===== config.mk =====
export PLATFORM = sky130hd
export DESIGN_NAME = hit_window_latch
export DESIGN_NICKNAME = d
export VERILOG_FILES = /design/src/rtl/hit_window_latch.sv
export SDC_FILE = /design/constraint.sdc
export NUM_CORES = 1
export LEC_CHECK = 0
export BUFFER_PORTS_ARGS = -buffer_cell sky130_fd_sc_hd__buf_2
export CELL_PAD_IN_SITES_DETAIL_PLACEMENT = 1
export CELL_PAD_IN_SITES_GLOBAL_PLACEMENT = 2
export CORE_UTILIZATION = 38
export DETAILED_ROUTE_END_ITERATION = 10
export GPL_ROUTABILITY_DRIVEN = 0
export GPL_TIMING_DRIVEN = 0
export PLACE_DENSITY = 0.84
export REMOVE_ABC_BUFFERS = 1
export SLEW_MARGIN = 10
export SYNTH_ARGS = -nofsm -noshare
export SYNTH_HDL_FRONTEND = slang
export SYNTH_SLANG_ARGS = --single-unit

===== constraint.sdc =====
create_clock -name clk -period 2.45 [get_ports clk]
set_input_delay 0.3675 -clock clk [delete_from_list [all_inputs] [get_ports clk]]
set_output_delay 0.3675 -clock clk [all_outputs]
set_load 0.02 [all_outputs]

===== src/rtl/hit_window_latch.sv =====
// Multi-channel scintillator hit latch: synchronises discriminator inputs, gathers
// all hits inside a coincidence window and offers them as one event word.
module hit_window_latch #(
  parameter int N_CH            = 24,
  parameter int SYNC_STAGES     = 2,
  parameter int EDGE_MODE       = 1,
  parameter int WINDOW_CYCLES   = 4,
  parameter int DEADTIME_CYCLES = 8,
  parameter int CNT_W           = 16
) (
  input  logic              clk,
  input  logic              rst_n,
  input  logic [N_CH-1:0]   hit_in,
  input  logic              clear,
  input  logic              evt_ready,
  output logic              evt_valid,
  output logic [N_CH-1:0]   evt_hits,
  output logic [CNT_W-1:0]  evt_count,
  output logic [CNT_W-1:0]  missed_count,
  output logic              busy
);

  localparam int WCNT_W = (WINDOW_CYCLES > 1) ? $clog2(WINDOW_CYCLES) : 1;
  localparam int DCNT_W = (DEADTIME_CYCLES > 1) ? $clog2(DEADTIME_CYCLES) : 1;
  localparam logic [WCNT_W-1:0] WLOAD = WCNT_W'(WINDOW_CYCLES - 1);
  localparam logic [DCNT_W-1:0] DLOAD = DCNT_W'((DEADTIME_CYCLES > 0) ? DEADTIME_CYCLES - 1 : 0);

  typedef enum logic [1:0] {
    IDLE    = 2'd0,
    WINDOW  = 2'd1,
    READOUT = 2'd2,
    DEAD    = 2'd3
  } state_t;

  logic [N_CH-1:0]   sync_q [SYNC_STAGES];
  logic [N_CH-1:0]   prev_q;
  logic [N_CH-1:0]   hit_q, hit_d;
  logic [N_CH-1:0]   sync_out;

  state_t            state_q, state_d;
  logic [N_CH-1:0]   latch_q, latch_d;
  logic [WCNT_W-1:0] wcnt_q, wcnt_d;
  logic [DCNT_W-1:0] dcnt_q, dcnt_d;
  logic [CNT_W-1:0]  evt_count_q, evt_count_d;
  logic [CNT_W-1:0]  missed_q, missed_d;
  logic              evt_valid_q, evt_valid_d;
  logic              busy_q, busy_d;
  logic              any_hit;

  assign sync_out = sync_q[SYNC_STAGES-1];

  // The hit vector is registered once more so every channel reaches the latch
  // on a clean flop boundary, giving SYNC_STAGES+1 cycles of input latency.
  always_comb begin
    hit_d = (EDGE_MODE != 0) ? (sync_out & ~prev_q) : sync_out;
  end

  always_ff @(posedge clk or negedge rst_n) begin
    if (!rst_n) begin
      for (int i = 0; i < SYNC_STAGES; i++) sync_q[i] <= '0;
      prev_q <= '0;
      hit_q  <= '0;
    end else begin
      sync_q[0] <= hit_in;
      for (int i = 1; i < SYNC_STAGES; i++) sync_q[i] <= sync_q[i-1];
      prev_q <= sync_out;
      hit_q  <= hit_d;
    end
  end

  assign any_hit = |hit_q;

  always_comb begin
    state_d     = state_q;
    latch_d     = latch_q;
    wcnt_d      = wcnt_q;
    dcnt_d      = dcnt_q;
    evt_count_d = evt_count_q;
    missed_d    = missed_q;

    case (state_q)
      IDLE: begin
        if (any_hit) begin
          latch_d = hit_q;
          wcnt_d  = WLOAD;
          state_d = WINDOW;
        end
      end
      WINDOW: begin
        latch_d = latch_q | hit_q;
        if (wcnt_q == '0) state_d = READOUT;
        else              wcnt_d  = wcnt_q - WCNT_W'(1);
      end
      READOUT: begin
        if (any_hit && (missed_q != '1)) missed_d = missed_q + CNT_W'(1);
        if (evt_ready) begin
          if (evt_count_q != '1) evt_count_d = evt_count_q + CNT_W'(1);
          latch_d = '0;
          if (DEADTIME_CYCLES == 0) begin
            state_d = IDLE;
          end else begin
            state_d = DEAD;
            dcnt_d  = DLOAD;
          end
        end
      end
      DEAD: begin
        if (any_hit && (missed_q != '1)) missed_d = missed_q + CNT_W'(1);
        if (dcnt_q == '0) state_d = IDLE;
        else              dcnt_d  = dcnt_q - DCNT_W'(1);
      end
      default: state_d = IDLE;
    endcase

    // Soft clear overrides any trigger or handshake on the same edge.
    if (clear) begin
      state_d     = IDLE;
      latch_d     = '0;
      wcnt_d      = '0;
      dcnt_d      = '0;
      evt_count_d = '0;
      missed_d    = '0;
    end

    evt_valid_d = (state_d == READOUT);
    busy_d      = (state_d != IDLE);
  end

  always_ff @(posedge clk or negedge rst_n) begin
    if (!rst_n) begin
      state_q     <= IDLE;
      latch_q     <= '0;
      wcnt_q      <= '0;
      dcnt_q      <= '0;
      evt_count_q <= '0;
      missed_q    <= '0;
      evt_valid_q <= 1'b0;
      busy_q      <= 1'b0;
    end else begin
      state_q     <= state_d;
      latch_q     <= latch_d;
      wcnt_q      <= wcnt_d;
      dcnt_q      <= dcnt_d;
      evt_count_q <= evt_count_d;
      missed_q    <= missed_d;
      evt_valid_q <= evt_valid_d;
      busy_q      <= busy_d;
    end
  end

  assign evt_valid    = evt_valid_q;
  assign evt_hits     = latch_q;
  assign evt_count    = evt_count_q;
  assign missed_count = missed_q;
  assign busy         = busy_q;

endmodule


---- After elaboration in Yosys (flattened, before gate mapping) ----
Cells that the tools add are included.
word-level totals
  flip-flop bits (word level) ............. 161
  input port bits ......................... 28
  output and inout port bits .............. 58
  word-level logic and storage cells ...... 74
operators by class
  add/sub/neg operators ................... 4
  equality and inequality tests ........... 10
  muxes and demuxes ....................... 25
  bitwise operators ....................... 3
  reduce and logical (&&, ||, !) cells .... 20
operators by type and width
  kind                     count
  $mux W16                 7
  $mux W24                 3
  $pmux W24 S3             1
  $add A16 B1 Y16 const B  2
  $ne A16 B16 Y1 const B   2
  $and A24 B24 Y24         1
  $not A24 Y24             1
  $or A24 B24 Y24          1
  $reduce_or A24 Y1        1
  $mux W2                  8
  $ne A3 B3 Y1 const B     4
  $reduce_and A3 Y1        4
  $reduce_bool A2 Y1       6
  $mux W3                  3
  $pmux W2 S4              1
  $eq A2 B2 Y1 const B     3
  $pmux W3 S2              1
  $reduce_bool A3 Y1       2
  $logic_not A2 Y1         2
  $pmux W2 S2              1
  $reduce_bool A4 Y1       1
  $logic_not A3 Y1         1
  $sub A3 B1 Y3 const B    1
  $eq A2 B1 Y1 const B     1
  4 further kinds          4

---- Depth between registers and ports, before layout ----
  depth after elaboration ................. 5
  mapped depth ............................ 8

---- Worst setup path before layout ----
Ideal clock, no wire load.
  kind .................................... register to register
  start point ............................. register missed_q[0] (netlist: missed_count[0])
  end point ............................... register missed_q[1] (netlist: missed_count[1])
  data arrival time ....................... 2.047 ns
  required time ........................... 2.318 ns
  slack ................................... 0.271 ns
  stages on the path, launching flop included .. 9
  clock period less this slack ............ 2.179 ns
  cells stage by stage .................... dfrtp_1 > ha_1 > nand3_1 > or4_1 > o211ai_4 > buf_6 > buf_12 > mux2i_1 > nor2_1
between the ends
  word-level cells in the longest chain between the ends .. 4
ends and longest elaborated chain
  what                                               line     RTL
  start: declaration                                 45       logic [CNT_W-1:0] missed_q, missed_d;
  start signal: assignment                           145      missed_q <= missed_d;
  $add A16 B1 Y16 or $ne A16 B16 Y1 (tied branches)  95, 108
  $mux W16 or $logic_and A1 B1 Y1 (tied branches)    95, 108
  $mux W16 or $reduce_bool A2 Y1 (tied branches)     n/a
  $mux W16 or $reduce_and A2 Y1 (tied branches)      n/a
Parallel ways exist; a longest one is shown, timed or not. The select of a mux whose other input is x is not followed.
A chain may end at the register's enable or synchronous reset.

---- Worst setup path in the final report ----
  start point ............................. register missed_q[0] (netlist: missed_count[0])
  end point ............................... register missed_q[2] (netlist: missed_count[2])
Same word-level chain as after synthesis.

==> out/metrics.yaml <==
outcome:
  status: "finished with violations"
  violations: "design-rule violations"
power:
  p_leak_nw: 3.38
  irDropWorstVdd_v: 0.000744
  total_power_mw: 7.11
  powerDensity_nw_per_um2: 995
worst_setup_path:
  crit_start: "missed_count[0]"
  crit_arrival_ps: 2610
  timing.rr.start: "missed_count[0]"
  end_kind: "flip-flop"
  required_ps: 2750
  crit_fanout: 14
  crit_path_start_kind: "flip-flop"
  setup.worst_path.class: "reg2reg"
detailed_routing:
  viasPerCell: 5.13
  dr_wl_met2_mm: 6.20
  wl_mm: 12.1
  first_pass_iters: 7
  drt_iter0_drc: 182
  postRouteAntennaNets: 0
  routed.top_layer: "met4"
  wl_met1_mm: 5.33
  via_count: 3751
  wire_per_inst_microns: 16.5
  drc_errors: 8
  dr_wl_met3_microns: 429
global_routing:
  grt_pass1_vias: 3942
  track_usage: 0.166
  grt_overflow_total: 0
  grt_max_degree: 87
  grt_pass1_wl_mm: 20.3
  antenna_found_initial: 0
logic_synthesis:
  synth.largest_area_cell: "dfrtp_1"
  synth-seq-area-share: 0.695
  netlist_area_sq_um: 5800
  post-synth-top-area-fraction: 0.695
  synth-seq-cells: 161
  synth_edf_count: 0
  synth_area_leaders: "dfrtp_1, a22o_1, nor2b_1, a21oi_1, ha_1"
  synth_warnings: 0
  synth-async-reset-ratio: 1.00
  syn_avg_cell_area_sq_um: 13.4
  ys_types: 48
  syn_inst: 434
  synth-main-ff-cell: "dfrtp_1"
timing:
  hold_violations: 0
  min_period_over_period: 0.942
  clock.fmax_mhz: 433
  tns_ps: 0
  min_period_ps: 2310
  drv_slew: 0
  finalSetupViolations: 0
  fin_hold_ws_ps: 48.0
  relSlewSlack: 0.384
  rsz0062_at_grt: "false"
  worst_pin_slew_ps: 923
  fin_worst_skew_ps: 5.30
layout:
  areaGrowthSynthToFinish_pct: 23.3
  fin_cells: 731
  n_fill_cell: 1503
  antennaDiodeCount: 0
  multi_input_area_sq_um: 1680
  layout.nets: 571
  layout-drive-gt1-share: 0.249
  final-seq-area_sq_um: 4030
  final_util: 0.487
  final_common_cell: "dfrtp_1"
  layout_common_cells: "dfrtp_1, buf_2, nor2b_1"
clocking:
  cts_tree: "built"
  cts-root-buf: "clkbuf_16"
  cts_made_buffers: 17
  path_clk_slew_ps: 60
  insertion_delay_ps: 420
  clk_path_buf_depth: 2
  clock_sinks: 161
  htreeDepth: 4
floorplanning:
  core-area_sq_um: 14700
  die_y_microns: 126
  ios: 86
  start_util: 0.394
  rows: 44
  dieArea_sq_um: 15800
  die_w_microns: 126
placed_design:
  place_inst: 692
  port_buffers: 85
  dp_hpwl_mm: 7.72
flow_run:
  maxCapViolCount: 0
min_path:
  min_from: "hit_in[8]"
  hold_class: "in2reg"
==> Yosys cell counts, types with 10 or more instances <==
cell	number
or3_1	15
a22o_1	24
nor2b_1	28
nand2_1	10
xnor2_1	10
a21oi_1	24
inv_1	17
dfrtp_1	161
nand4_1	11
o21ai_0	13
nor2_1	22
==> metrics by stage <==
stage / cell area, sq um / setup slack (ps)
after global routing: 7150 / 1.92
final: 7150 / 141
after global placement: 6380 / -1340
after CTS: 7120 / 35.7
after detailed placement: 6430 / -200
after floorplan: 5720 / -346
==> path summary, 6_finish.rpt <==
check / to / slack, ps / cells after the start
worst min-delay path: sync_q[32] / 50 / 1
min in group asynchronous: missed_count[7] / 480 / 2
worst min register to register: sync_out[11] / 350 / 0
max in group asynchronous: prev_q[2] / 1160 / 3
worst max-delay path: missed_count[2] / 140 / 7
worst max register to register: missed_count[2] / 140 / 7
==> per-layer routing <==
metal / global-route usage / vias to the layer above
met1: 0.207 / 1924
li1: - / 1743
met3: 0.0462 / 10
met2: 0.280 / 74
met4: 0.0516 / 0
met5: 0 / -
==> flip-flops by register name (all words and copies together) (netlist names) <==
name / flops
evt_hits: 24
hit_q: 24
prev_q: 24
sync_out: 24
sync_q: 24
evt_count: 16
missed_count: 16
dcnt_q: 3
state_q: 2
wcnt_q: 2
busy: 1
evt_valid: 1
==> worst max-delay path, stage by stage (launching register included) <==
cell and delay (ps):
dfrtp_1 420, ha_1 200, nand3_1 200, or4_1 720, o211ai_4 140, buf_12 170, nor2_2 40, mux2_1 300
==> cell type report <==
type                    instances  area share
flip-flops and latches        161       0.563
clock buffers                  19      0.0619
repair buffers                 93      0.0747
inverters                      17     0.00892
multi-input cells             244       0.234
well taps                     184      0.0322
clock inverters                13      0.0245
==> report_power, final <==
| part | internal, mW | switching (mW) | total (mW) |
|---|---|---|---|
| clock | 1.66 | 1.10 | 2.76 |
| sequential | 2.90 | 0.154 | 3.06 |
| combinational | 0.504 | 0.799 | 1.30 |
| total | 5.06 | 2.05 | 7.11 |
==> cells by family (layout without fill, tap and decap cells) <==
group | Yosys count | count (layout) | share of synthesized area
compound gates | 88 | 89 | 0.107
xor+xnor | 12 | 12 | 0.0181
fa+ha+maj | 9 | 9 | 0.0194
buf+inv | 30 | 142 | 0.0240
flops | 161 | 161 | 0.695
mux | 5 | 5 | 0.00928
simple gates | 129 | 129 | 0.128
==> repair_timing <==
action,in CTS,in global routing
setup endpoints to repair,26,23
pin swaps,0,2
resized for setup,3,1
gates cloned,1,0
endpoints found under the hold margin,75,0
setup buffers,1,4
hold buffers,1,0
No activity file was read; power rests on OpenSTA's default activity.
